### src/rtl/can_bit_timing.sv
// CAN receive front end: pin synchroniser, tq-based bit timing with hard sync on SOF,
// sample-point capture, bus integration and bit destuffing.
module can_bit_timing #(
  parameter int IDLE_BITS = 11,
  parameter int STUFF_LEN = 5
) (
  input  logic       clk,
  input  logic       reset,
  input  logic       can_in,
  input  logic [7:0] brp,
  input  logic [3:0] tseg1,
  input  logic [2:0] tseg2,
  input  logic       stuff_en,
  output logic       bit_out,
  output logic       bit_valid,
  output logic       stuff_err,
  output logic       bus_idle
);

  localparam int REC_W = $clog2(IDLE_BITS + 1);
  localparam logic [REC_W-1:0] REC_MAX = REC_W'(IDLE_BITS);
  localparam logic [2:0] STUFF_RUN = 3'(STUFF_LEN);

  typedef enum logic [1:0] {
    ST_INTEGRATE = 2'd0,
    ST_IDLE      = 2'd1,
    ST_RUN       = 2'd2
  } state_t;

  logic             sync1_q, sync2_q, rx_prev_q;
  logic [7:0]       cnt_q, cnt_d;
  logic [4:0]       q_q, q_d;
  logic [7:0]       brp_q;
  logic [3:0]       tseg1_q;
  logic [2:0]       tseg2_q;
  state_t           state_q, state_d;
  logic [REC_W-1:0] rec_q, rec_d;
  logic [2:0]       run_q, run_d;
  logic             last_q, last_d;
  logic             bit_out_q, bit_out_d;
  logic             bit_valid_q, bit_valid_d;
  logic             stuff_err_q, stuff_err_d;
  logic             bus_idle_q, bus_idle_d;

  logic             rx_s, fall_s, hard_sync_s, tq_tick_s, sample_s;
  logic [7:0]       brp_s, cnt_s;
  logic [3:0]       tseg1_s;
  logic [2:0]       tseg2_s;
  logic [4:0]       q_s, q_last_s, q_sp_s;
  logic [REC_W-1:0] rec_next_s;

  // A hard sync acts in the very cycle of the edge, so the live config and a
  // zeroed position replace the registered ones for that cycle.
  assign rx_s        = sync2_q;
  assign fall_s      = ~rx_s & rx_prev_q;
  assign hard_sync_s = fall_s & (state_q != ST_RUN);
  assign brp_s       = hard_sync_s ? brp   : brp_q;
  assign tseg1_s     = hard_sync_s ? tseg1 : tseg1_q;
  assign tseg2_s     = hard_sync_s ? tseg2 : tseg2_q;
  assign cnt_s       = hard_sync_s ? 8'd0  : cnt_q;
  assign q_s         = hard_sync_s ? 5'd0  : q_q;
  assign q_last_s    = {1'b0, tseg1_s} + {2'b00, tseg2_s} + 5'd2;
  assign q_sp_s      = {1'b0, tseg1_s} + 5'd1;
  assign tq_tick_s   = (cnt_s == brp_s);
  assign sample_s    = tq_tick_s & (q_s == q_sp_s);
  assign rec_next_s  = rx_s ? ((rec_q == REC_MAX) ? rec_q : rec_q + {{(REC_W-1){1'b0}}, 1'b1})
                            : {REC_W{1'b0}};

  // Time-quantum counter and quantum index
  always_comb begin
    cnt_d = cnt_s;
    q_d   = q_s;
    if (tq_tick_s) begin
      cnt_d = 8'd0;
      if (q_s == q_last_s) begin
        q_d = 5'd0;
      end else begin
        q_d = q_s + 5'd1;
      end
    end else begin
      cnt_d = cnt_s + 8'd1;
    end
  end

  // Integration / idle / run state machine with destuffing
  always_comb begin
    state_d     = state_q;
    rec_d       = rec_q;
    run_d       = run_q;
    last_d      = last_q;
    bit_out_d   = bit_out_q;
    bit_valid_d = 1'b0;
    stuff_err_d = 1'b0;
    case (state_q)
      ST_INTEGRATE: begin
        if (sample_s) begin
          rec_d = rec_next_s;
          if (rec_next_s == REC_MAX) begin
            state_d = ST_IDLE;
          end else begin
            state_d = ST_INTEGRATE;
          end
        end else begin
          state_d = ST_INTEGRATE;
        end
      end
      ST_IDLE: begin
        if (fall_s) begin
          state_d = ST_RUN;
          run_d   = 3'd0;
          last_d  = 1'b1;
          rec_d   = {REC_W{1'b0}};
        end else begin
          state_d = ST_IDLE;
        end
      end
      ST_RUN: begin
        if (sample_s) begin
          rec_d = rec_next_s;
          if (stuff_en && (run_q == STUFF_RUN)) begin
            if (rx_s != last_q) begin
              run_d   = 3'd1;
              last_d  = rx_s;
              state_d = (rec_next_s == REC_MAX) ? ST_IDLE : ST_RUN;
            end else begin
              stuff_err_d = 1'b1;
              rec_d       = {REC_W{1'b0}};
              state_d     = ST_INTEGRATE;
            end
          end else begin
            bit_out_d   = rx_s;
            bit_valid_d = 1'b1;
            if (rx_s == last_q) begin
              run_d = (run_q == 3'd7) ? 3'd7 : run_q + 3'd1;
            end else begin
              run_d = 3'd1;
            end
            last_d  = rx_s;
            state_d = (rec_next_s == REC_MAX) ? ST_IDLE : ST_RUN;
          end
        end else begin
          state_d = ST_RUN;
        end
      end
      default: begin
        state_d = ST_INTEGRATE;
        rec_d   = {REC_W{1'b0}};
      end
    endcase
    bus_idle_d = (state_d == ST_IDLE);
  end

  // Synchroniser, timing, captured config, FSM and output registers
  always_ff @(posedge clk) begin
    if (reset) begin
      sync1_q     <= 1'b1;
      sync2_q     <= 1'b1;
      rx_prev_q   <= 1'b1;
      cnt_q       <= 8'd0;
      q_q         <= 5'd0;
      brp_q       <= brp;
      tseg1_q     <= tseg1;
      tseg2_q     <= tseg2;
      state_q     <= ST_INTEGRATE;
      rec_q       <= {REC_W{1'b0}};
      run_q       <= 3'd0;
      last_q      <= 1'b1;
      bit_out_q   <= 1'b1;
      bit_valid_q <= 1'b0;
      stuff_err_q <= 1'b0;
      bus_idle_q  <= 1'b0;
    end else begin
      sync1_q     <= can_in;
      sync2_q     <= sync1_q;
      rx_prev_q   <= sync2_q;
      cnt_q       <= cnt_d;
      q_q         <= q_d;
      brp_q       <= brp_s;
      tseg1_q     <= tseg1_s;
      tseg2_q     <= tseg2_s;
      state_q     <= state_d;
      rec_q       <= rec_d;
      run_q       <= run_d;
      last_q      <= last_d;
      bit_out_q   <= bit_out_d;
      bit_valid_q <= bit_valid_d;
      stuff_err_q <= stuff_err_d;
      bus_idle_q  <= bus_idle_d;
    end
  end

  assign bit_out   = bit_out_q;
  assign bit_valid = bit_valid_q;
  assign stuff_err = stuff_err_q;
  assign bus_idle  = bus_idle_q;

endmodule

### config.mk
export PLATFORM = sky130hd
export DESIGN_NAME = can_bit_timing
export DESIGN_NICKNAME = d
export VERILOG_FILES = /design/src/rtl/can_bit_timing.sv
export SDC_FILE = /design/constraint.sdc
export NUM_CORES = 1
export LEC_CHECK = 0
export ABC_AREA = 1
export CORE_MARGIN = 3
export CORE_UTILIZATION = 40
export CTS_CLUSTER_DIAMETER = 50
export CTS_CLUSTER_SIZE = 30
export DETAILED_ROUTE_END_ITERATION = 16
export GPL_TIMING_DRIVEN = 0
export PLACE_DENSITY = 0.69
export SKIP_LAST_GASP = 1
export SLEW_MARGIN = 20
export SYNTH_ARGS = -nofsm -noshare
export SYNTH_HDL_FRONTEND = slang
export SYNTH_SLANG_ARGS = --single-unit
### constraint.sdc
create_clock -name clk -period 3 [get_ports clk]
set_input_delay 0.45 -clock clk [delete_from_list [all_inputs] [get_ports clk]]
set_output_delay 0.45 -clock clk [all_outputs]
set_load 0.05 [all_outputs]
## After elaboration in Yosys (flattened, before gate mapping)

Index checks and enable logic that the tools add are counted.

| word-level totals | value |
|---|---|
| output and inout port bits | 4 |
| logic and storage cells | 96 |
| input port bits | 19 |
| flip-flop bits (word level) | 45 |

| cells by class | value |
|---|---|
| reduce and logical (&&, ||, !) cells | 9 |
| add/sub/neg operators | 7 |
| mux-type cells | 40 |
| bitwise logic cells | 7 |
| equality and inequality tests | 17 |

Operators by type and width:

| cell | number |
|---|---|
| $mux W4 | 9 |
| $mux W3 | 8 |
| $mux W8 | 3 |
| $mux W5 | 3 |
| $mux W2 | 6 |
| $pmux W4 S3 | 1 |
| $eq A5 B5 Y1 | 2 |
| $add A8 B1 Y8 const B | 1 |
| $eq A4 B4 Y1 const B | 2 |
| $eq A8 B8 Y1 | 1 |
| $ne A2 B2 Y1 const B | 4 |
| $mux W1 | 7 |
| $eq A3 B3 Y1 const B | 2 |
| $pmux W2 S3 | 1 |
| $pmux W3 S2 | 1 |
| $reduce_and A3 Y1 | 2 |
| $add A4 B1 Y5 const B | 1 |
| $add A4 B3 Y5 | 1 |
| $add A5 B1 Y5 const B | 1 |
| $add A5 B2 Y5 const B | 1 |
| $add A4 B1 Y4 const B | 1 |
| $eq A2 B1 Y1 const B | 2 |
| $not A1 Y1 | 4 |
| $reduce_and A4 Y1 | 1 |
| other kinds (13) | 15 |

## Longest topological paths before layout

Gate-level depths: netlist of run 1.

| depth | value |
|---|---|
| word-level depth | 10 |
| mapped depth | 18 |
| gate-level depth less buffers | 17 |

## Least setup slack after synthesis of run 1

No wires, ideal clock.

| timing | value |
|---|---|
| path kind | reg-to-reg |
| start point | register sync2_q, in the netlist rx_s |
| end point | register q_q[2] |
| slack | 0.222 ns |
| cell stages (with the launch flop) | 17 |
| arrival | 2.656 ns |
| data required time | 2.878 ns |
| clock period less this slack | 2.778 ns |
| buffers on the path | 3 |
| setup time | 0.122 ns |
| cell sequence | dfxtp_1 -> buf_6 -> nor2_4 -> nand2_2 -> buf_6 -> buf_6 -> mux2i_1 -> ha_1 -> inv_1 -> ha_1 -> fa_1 -> xnor2_1 -> xor2_1 -> nor2_1 -> nand4_1 -> o21ai_0 -> nor3_1 |

| between the ends | value |
|---|---|
| cells in the longest elaborated chain, start to end | 9 |
| elaborated cells on any way between the ends | 15 |
| classes of those cells | add/sub (3); eq/ne (2); mux (7); bitwise (3) |

Ends and longest elaborated chain:

| element | line | text |
|---|---|---|
| start, declared | 30 | `logic sync1_q, sync2_q, rx_prev_q;` |
| start signal, assigned | 174 | `sync2_q <= sync1_q;` |
| $not A1 Y1 (*) | 55 | `assign fall_s = ~rx_s & rx_prev_q;` |
| $and A1 B1 Y1 (*) | 55 |  |
| $and A1 B1 Y1 (*) | 56 | `assign hard_sync_s = fall_s & (state_q != ST_RUN);` |
| $mux W4 or $mux W3 (tied branches) | 58, 59 |  |
| $add A4 B3 Y5 | 62 | `assign q_last_s = {1'b0, tseg1_s} + {2'b00, tseg2_s} + 5'd2;` |
| $add A5 B2 Y5 | 62 |  |
| $eq A5 B5 Y1 | 75 | `if (q_s == q_last_s) begin` |
| $mux W5 | 75 |  |
| $mux W5 (*) | 73 | `if (tq_tick_s) begin` |
| end signal, assigned | 177 | `q_q <= q_d;` |
| end, declared | 32 | `logic [4:0] q_q, q_d;` |

Mark *: on every way between the ends. The rest lies on a longest branch, timed or not.
A chain may end at the register's enable or synchronous reset.

## Worst setup path in the final report of run 1

| timing | value |
|---|---|
| start point | register rx_prev_q |
| end point | register q_q[3] |

| between the ends | value |
|---|---|
| cells in the longest elaborated chain, start to end | 8 |
| elaborated cells on any way between the ends | 14 |
| classes of those cells | add/sub (3); eq/ne (2); mux (7); bitwise (2) |

Ends and longest elaborated chain:

| element | line | text |
|---|---|---|
| start, declared | 30 |  |
| start signal, assigned | 175 | `rx_prev_q <= sync2_q;` |
| $and A1 B1 Y1 (*) | 55 |  |
| $and A1 B1 Y1 (*) | 56 |  |
| $mux W4 or $mux W3 (tied branches) | 58, 59 |  |
| $add A4 B3 Y5 | 62 |  |
| $add A5 B2 Y5 | 62 |  |
| $eq A5 B5 Y1 | 75 |  |
| $mux W5 | 75 |  |
| $mux W5 (*) | 73 |  |

Marks and branches as above.

==> run metrics, run 1 <==
Reg clk slew, reported paths 0.08 ns; cell area after layout about 3200 um2; M2 GR Usage 0.280; #FFs+latches synth between 40 and 50; Final Hold Fails 0; Worst Path Required 3.19 ns; WL/cell 12.3 um; 1st-pass router iterations 4; worst hold start sync1_q; Ports 23; Port Buffers 22; area leader, netlist dfxtp_1; CP Capture Type register; busiest grt layer met2; Most Frequent Cell on Critical Path buf_8; filler cell count 669; Hold WS between 0.4 and 0.5 ns; top cells by area, synth dfxtp_1, nand2_1, nand3_1, inv_1, ha_1; P&R area growth vs syn 20.0%; syn nets 427; max-cap viol count 0; DP Worst Slack -0.267 ns; H-Tree Depth 2; CP max stage cell fa_2; first-pass GRT wire length between 10000 and 15000 um; worst-path maximum fanout 7; met1 usage 0.224; Antenna diodes 0; Tcrit/Tclk final 0.950; family with the most delay on the worst path adder cells; Least-Margin Pin Slew 0.567 ns; Cell variety after synth 34; RSZ-0062 raised after global routing yes; max incr delay on CP 0.36 ns; Leak 1.53 nW; latest clock arrival within the worst-skew pair 0.30 ns; nets 464; FF-to-FF setup slack 0.15 ns; Max Slew Vio Count 0; Hold Crit Class register to register; relative slew slack 0.622; sequential share of the synthesized area 0.334; Critical Path, Cell by Cell inv_2, nor2_4, nand2_2, buf_8, buf_8, mux2i_2, ha_1, inv_1, ha_2, fa_2, xnor2_2, xor2_1, nor2_1, nand4_1, o21ai_2, nor3_1; Hold Path Depth 1; pwr dens about 450 nW/um2; Crit path arrival time approximately 3 ns; syn avg cell area 6.84 um2; Post-synth top flop dfxtp_1; yosys warns 0; Async SR Flop Fraction 0; Critical Path Start Type register; most common cell in the netlist nand2_1; routability cong. 0.882; share of post-route cells with drive strength above 1 0.129; CTS max path bufs 2; Worst Skew 0.00892 ns; total design power 1.46 mW; met3 Use GR 0.0310; die height 88.2 um; crit path buf inv count 4; fmax ~350 MHz; Mapped Area 2700 um2; Finished Core Util 0.502; die width slightly below 90 um; core area roughly 6500 um2; Crit. path cell count 16; final wirelength between 6000 and 7000 um; WHS Endpoint rx_s; drc violations 0; Antenna Nets Post-Route 0; via count 2587; Starting Density 0.418; initial antenna violation count 0; # clock sinks 45; R2R Path Start rx_prev_q; TritonCTS clock tree yes; instance area at placement 3020 um2; most frequent cells after synthesis nand2_1, nand3_1, dfxtp_1, inv_1, nor2_1; Peak VDD IR 0.221 mV; largest net degree at the start of global routing 14; status finished clean; R2R cell count 16; crit path launch rx_prev_q; Synth Instances 395; Die Footprint 7770 um2; RR Endpoint q_q[3]; number of global-route vias before repair 2355; number of CTS-inserted buffers 5; # hold bufs at CTS 0; worst setup margin approximately 0.15 ns; Yosys top cell area share 0.334; Setup violations, final 0; WS Path Type register to register; GRT Total Usage 0.173; DP HPWL 4670 um; Post-synth EDFFs 0; # rows 29; gr ovfl total 0; Root Buffer clkbuf_8; post-layout min period between 2 and 3 ns; Via-to-Cell Ratio 5.07; DRT iter0 DRCs 152
power breakdown:
group,internal [mW],switching (mW),total [mW]
clock,0.272,0.206,0.478
sequential,0.630,0.0155,0.646
combinational,0.150,0.189,0.340
final cells by class:
type / count / area [um2] / share of cell area
multi-input combinational: 290 / 1560 / 0.481
inverter: 47 / 176 / 0.0544
buffer: 12 / 100 / 0.0309
tap: 77 / 96.3 / 0.0297
clock inverter: 1 / 30.0 / 0.00927
sequential: 45 / 906 / 0.280
timing repair buffer: 31 / 288 / 0.0888
clock buffer: 7 / 86.3 / 0.0266
through the flow:
step,std cells,TNS [ns]
5_1_grt,510,-0.107
4_1_cts,502,0
3_3_place_gp,494,-0.576
6_report,510,0
2_1_floorplan,395,0
3_5_place_dp,494,-0.823
layout by cell type (no fill, tap or decap), types with 2 or more instances in the layout:
cell and instances:
dfxtp_1 43, nand4_1 6, nand2_1 93, nor2_1 34, xor2_1 8, inv_1 44
clkbuf_1 5, clkbuf_8 6, clkdlybuf4s50_1 22, o21ai_1 2, o21ai_2 2, nand2_2 12
buf_4 10, nand3_1 48, nor3_1 8, buf_8 3, inv_2 3, or2_2 3
xnor2_1 3, nand3b_1 7, ha_1 11, buf_2 2, o21ai_0 16, buf_6 2
o211ai_1 2, a21oi_1 18, a31o_2 2, a31oi_1 3
cell families (layout without fill, tap and decap cells):
family          after synthesis  after routing  share of synthesized area
buf+inv                      60             98                     0.0996
compound gates               47             47                     0.0964
simple gates                217            217                      0.365
flops                        45             45                      0.334
xor+xnor                     12             12                     0.0389
fa+ha+maj                    13             13                     0.0630
mux                           1              1                    0.00371
what timing repair did:
action | in CTS | in global routing
setup endpoints to repair | 3 | 5
resized for setup | 5 | 13
buffers inserted | 0 | 9
pin swaps | 2 | 4
registers in the layout, indices dropped and copies added (netlist names):
| name | flops |
|---|---|
| bit_valid | 1 |
| bus_idle | 1 |
| sync1_q | 1 |
| state_q | 2 |
| rx_s | 1 |
| run_q | 3 |
| rec_q | 4 |
| cnt_q | 8 |
| last_q | 1 |
| rx_prev_q | 1 |
| tseg1_q | 4 |
| stuff_err | 1 |
| q_q | 5 |
| brp_q | 8 |
| bit_out | 1 |
| tseg2_q | 3 |
worst reg2reg max path: stages (launching register included):
cell	delay (ns)
dfxtp_2	0.32
inv_2	0.04
nor2_4	0.13
nand2_2	0.09
buf_8	0.14
buf_8	0.12
mux2i_2	0.15
ha_1	0.27
inv_1	0.04
ha_2	0.19
fa_2	0.36
xnor2_2	0.14
xor2_1	0.15
nor2_1	0.10
nand4_1	0.22
o21ai_2	0.23
nor3_1	0.06
metal layers:
| layer | vias to the layer above | routed length (um) |
|---|---|---|
| li1 | 1356 | - |
| met1 | 1161 | 3030 |
| met2 | 52 | 2800 |
| met3 | 18 | 259 |
| met4 | 0 | 192 |
| met5 | - | 0 |
worst max-delay path by stage:
stage	end	slack, ns
after floorplan	q_q[2]	0.22
after global placement	q_q[3]	-0.22
after detailed placement	q_q[3]	-0.27
after CTS	q_q[3]	0.04
after global routing	q_q[3]	-0.05
final	q_q[3]	0.15
No activity file was read; power rests on OpenSTA's default activity.
==> inputs of run 2 (changes only) <==
--- a/config.mk
+++ b/config.mk
@@ -6,6 +6,7 @@
 export NUM_CORES = 1
 export LEC_CHECK = 0
 export ABC_AREA = 1
+export CORE_ASPECT_RATIO = 0.8
 export CORE_MARGIN = 3
 export CORE_UTILIZATION = 40
 export CTS_CLUSTER_DIAMETER = 50
==> run metrics, run 2 (synthesis results as in run 1) <==
relative slew slack 0.637 (+0.0150); Tcrit/Tclk final 0.974 (+0.0235); die width 97.9 um (+11%); Via-to-Cell Ratio 5.06 (-0.21%); Final Hold Fails 0 (unchanged); registers with the most flip-flops brp_q (8), cnt_q (8), q_q (5); # clock sinks 45 (unchanged); post-layout min period 2.92 ns (+0.0706 ns); met2 WL 2900 um (+3.4%); wire length on met1 3190 um (+5.2%); CP max stage cell dfxtp_4; Reg clk slew, reported paths 0.08 ns (about the same); Hold Crit Class register to register; latest clock arrival within the worst-skew pair 0.30 ns (about the same); Crit path arrival time 3.11 ns (+0.07 ns); dpl cells 501 (+1.4%); worst hold start sync1_q; initial antenna violation count 0 (unchanged); family with the most delay on the worst path adder cells; R2R Path Start rx_s; die height 79.5 um (-9.8%); largest net degree at the start of global routing 13 (-1); # rows 26 (-10%); WL/cell 12.5 um (+1.3%); Antenna Nets Post-Route 0 (unchanged); # hold bufs at CTS 0 (unchanged); 1st-pass router iterations 4 (unchanged); crit path buf inv count 3 (-1); number of CTS-inserted buffers 5 (unchanged); DP HPWL 4690 um (+0.43%); share of post-route cells with drive strength above 1 0.134 (+0.00493); Critical Path Start Type register; worst setup margin 0.0793 ns (-0.0706 ns); gr ovfl total 0 (unchanged); max-cap viol count 0 (unchanged); final wirelength 6450 um (+2.5%); routability cong. 0.903 (+2.5%); drc violations 0 (unchanged); Leak 1.52 nW (-0.57%); DRT iter0 DRCs 100 (-34%); Die Footprint 7780 um2 (about the same); fmax 342 MHz (-2.4%); TNS Setup 0 ns (unchanged); Port Buffers 22 (unchanged); CP Capture Type register; Root Buffer clkbuf_8; DP Worst Slack -0.298 ns (-0.0308 ns); Max Slew Vio Count 0 (unchanged); Starting Density 0.417 (-0.000970); Hold WS 0.417 ns (-0.00867 ns); Worst Skew 0.00200 ns (-0.00692 ns); pwr dens 425 nW/um2 (-5.9%); max layer used met4; WS Path Type register to register; max incr delay on CP 0.37 ns (about the same); Critical Path, Cell by Cell nor2_4, nand2_4, buf_8, buf_12, mux2i_2, ha_1, inv_1, ha_2, fa_2, xnor2_2, xor2_1, nor2_1, nand4_1, o21ai_2, nor3_1; total design power 1.38 mW (-6.0%); CTS max path bufs 2 (unchanged); RSZ-0062 raised after global routing yes; first-pass GRT wire length 10900 um (+4.2%); nets 464 (unchanged); most frequent cells in the layout nand2_1, nand3_1, inv_1, dfxtp_1, nor2_1; Least-Margin Pin Slew 0.544 ns (-0.0224 ns); Ports 23 (unchanged); status finished clean; core area 6470 um2 (+0.23%); worst-path maximum fanout 8 (+1); GRT Total Usage 0.169 (-0.00373); Peak VDD IR 0.177 mV (-20%); R2R cell count 15 (-1); H-Tree Depth 2 (unchanged); P&R area growth vs syn 20.0% (about the same); Setup violations, final 0 (unchanged); commonest non-fill, non-tap cell in the layout nand2_1; Crit. path cell count 15 (-1); Finished Layout Cells 516 (+1.2%); via count 2612 (+0.97%); crit path launch rx_s; Antenna diodes 0 (unchanged); Worst Path Required 3.19 ns (about the same); number of global-route vias before repair 2386 (+1.3%); DR WL met3 327 um (+26%); Hold Path Depth 1 (unchanged); TritonCTS clock tree yes
run 2: layout make-up:
type                    instances  area (um2)
flip-flops and latches         45         907
clock buffers                   7        86.3
plain buffers                  12         105
inverters                      47         176
repair buffers                 31         288
fillers                       663        3230
well taps                      84         105
multi-input cells             290        1570
run 2: path summary, 6_finish.rpt:
check	to	slack [ns]
worst max-delay path	q_q[3]	0.08
worst min-delay path	rx_s	0.42
worst max register to register	q_q[3]	0.08
worst min register to register	rx_s	0.42
run 2: what timing repair did:
| action | in CTS | in global routing |
|---|---|---|
| pin swaps | 4 | 9 |
| gates resized for setup | 9 | 14 |
| endpoints found under the setup margin | 3 | 5 |
| buffers inserted | 4 | 5 |
| gates cloned | 0 | 0 |
run 2: metrics by stage:
stage / instance area [um2] / util
floorplan: 2700 / -
global placement: 3030 / 0.467
detailed placement: 3030 / 0.467
CTS: 3170 / 0.490
global route: 3240 / 0.500
finish: 3240 / 0.500
run 2: layer usage:
metal,global-route usage,vias to the layer above
li1,-,1356
met1,0.235,1187
met2,0.272,63
met3,0.0314,6
met4,0.0387,0
met5,0,-
run 2: report_power, final:
part / leakage [nW] / internal, mW / switching [mW] / total [mW]
Sequential: 0.370 / 0.631 / 0.0161 / 0.647
Combinational: 1.11 / 0.149 / 0.192 / 0.341
Clock: 0.0443 / 0.183 / 0.205 / 0.389
Total: 1.52 / 0.963 / 0.413 / 1.38
==> inputs of run 3 (changes only) <==
--- a/config.mk
+++ b/config.mk
@@ -7,7 +7,6 @@
 export LEC_CHECK = 0
 export ABC_AREA = 1
 export CORE_ASPECT_RATIO = 0.8
-export CORE_MARGIN = 3
 export CORE_UTILIZATION = 40
 export CTS_CLUSTER_DIAMETER = 50
 export CTS_CLUSTER_SIZE = 30
==> run metrics, run 3 (synthesis results as in run 1) <==
initial antenna violation count 0 (unchanged); Clk pwr share 0.317 (+0.035); Switch Pwr 434 uW (+4.9%); registers with the most flip-flops brp_q (8), cnt_q (8), q_q (5); Reg clk slew, reported paths 0.09 ns (about the same); status finished with violations; WL/cell 12.7 um (+1.7%); Multi-input gate area 1590 um2 (+1.0%); Peak VDD IR 0.216 mV (+22%); commonest non-fill, non-tap cell in the layout nand2_1; H-Tree Depth 2 (unchanged); pwr dens 443 nW/um2 (+4.3%); P&R area growth vs syn 23.2%; FF/Latch Area 906 um2 (-0.14%); 1st-pass router iterations 4 (unchanged); TritonCTS clock tree yes; relative slew slack 0.612 (-0.0250); # rows 26 (unchanged); # hold bufs at CTS 0 (unchanged); die width 93.9 um (-4.1%); Final Hold Fails 0 (unchanged); Logic pwr share 0.244 (-0.004); Leak 1.56 nW (+2.4%); worst-path maximum fanout 5 (-3); Antenna diodes 0 (unchanged); share of post-route cells with drive strength above 1 0.149 (+0.0148); max-cap viol count 0 (unchanged); # clock sinks 45 (unchanged); fmax 331 MHz (-3.4%); Worst Path Required 3.19 ns (about the same); DP HPWL 4760 um (+1.5%); worst hold start sync1_q; number of global-route vias before repair 2358 (-1.2%); DRT iter0 DRCs 128 (+28%); R2R Path Start rx_s; Starting Density 0.419 (+0.00211); Hold Crit Class register to register; failing checks setup timing; instance area at placement 3030 um2 (unchanged); Worst Skew 0.0123 ns (+0.0103 ns); filler cell count 636 (-4.1%); Via-to-Cell Ratio 5.15 (+1.7%); post-layout min period 3.02 ns (+0.103 ns); most frequent cells in the layout nand2_1, nand3_1, inv_1, dfxtp_1, nor2_1; largest net degree at the start of global routing 15 (+2); latest clock arrival within the worst-skew pair 0.30 ns (about the same); drc violations 0 (unchanged); RSZ-0062 raised after global routing yes; Crit path arrival time 3.22 ns (+0.11 ns); gr ovfl total 0 (unchanged); total design power 1.47 mW (+7.1%); Sw Ratio 0.294 (-0.00608); Finished Core Util 0.517 (+0.0161); Root Buffer clkbuf_8; GRT Total Usage 0.197 (+0.0280); via count 2676 (+2.5%); number of CTS-inserted buffers 5 (unchanged); core area 6440 um2 (-0.50%); worst setup margin -0.0239 ns (-0.103 ns); Ports 23 (unchanged); P_int 1.04 mW (+8.0%); cell area after layout 3330 um2 (+2.7%); Max Slew Vio Count 0 (unchanged); Flop pwr share 0.439 (-0.031); Antenna Nets Post-Route 0 (unchanged); first-pass GRT wire length 10900 um (-0.26%); DP Worst Slack -0.342 ns (-0.0443 ns); crit path launch rx_s; WS Path Type register to register; nets 467 (+0.65%); dpl cells 501 (unchanged); Least-Margin Pin Slew 0.582 ns (+0.0375 ns); final wirelength 6600 um (+2.5%); Tcrit/Tclk final 1.01 (+0.0344); Port Buffers 22 (unchanged); Finished Layout Cells 520 (+0.78%); CP Capture Type register; CTS max path bufs 2 (unchanged); Die Footprint 7080 um2 (-8.9%); routability cong. 0.918 (+1.6%); Critical Path Start Type register; die height 75.5 um (-5.0%); Setup violations, final 2 (+2)
[run 3: power by group through the flow]
stage	Sequential, mW	Clock (mW)	Combinational, mW
3_5_place_dp	0.661	0	0.317
5_1_grt	0.652	0.500	0.405
4_1_cts	0.648	0.473	0.329
3_3_place_gp	0.659	0	0.304
6_report	0.648	0.467	0.359
2_1_floorplan	0.656	0	0.233
[run 3: final timing paths]
path / end / slack, ns / cells after the start
worst max-delay path: q_q[2] / -0.02 / 15
worst min-delay path: rx_s / 0.42 / 1
worst max register to register: q_q[2] / -0.02 / 15
worst min register to register: rx_s / 0.42 / 1
[run 3: worst max-delay path, stage by stage (launching register included)]
cell	delay, ns
dfxtp_4	0.36
nor2_4	0.13
nand2_2	0.09
buf_8	0.14
buf_8	0.12
mux2i_2	0.15
ha_1	0.30
inv_2	0.05
ha_4	0.16
fa_2	0.37
xnor2_2	0.15
xor2_1	0.16
nor2_1	0.14
nand4_1	0.26
o21ai_2	0.26
nor3_1	0.08
[run 3: through the flow]
step | TNS (ns) | hold WS (ns)
3_3_place_gp | -0.523 | 0.393
2_1_floorplan | 0 | 0.389
6_report | -0.0273 | 0.418
5_1_grt | -0.348 | 0.426
3_5_place_dp | -1.21 | 0.399
4_1_cts | 0 | 0.420
[run 3: cell type report]
class                   count  area share
clock buffers               6      0.0218
multi-input cells         290       0.477
flip-flops and latches     45       0.272
well taps                  84      0.0316
inverters                  47      0.0530
plain buffers              12      0.0301
clock inverters             2      0.0117
repair buffers             34       0.102
[run 3: layer usage]
metal | global-route usage | vias to the layer above | routed length [um]
met4 | 0.0410 | 0 | 43
li1 | - | 1364 | -
met1 | 0.267 | 1226 | 3090
met5 | 0 | - | 0
met2 | 0.330 | 82 | 3030
met3 | 0.0369 | 4 | 445
[run 3: timing repair]
| item | CTS | global route |
|---|---|---|
| setup buffers | 3 | 8 |
| pin swaps | 4 | 14 |
| hold endpoints to repair | 0 | 0 |
| gates cloned | 0 | 1 |
| setup endpoints to repair | 5 | 5 |
| resized for setup | 12 | 14 |
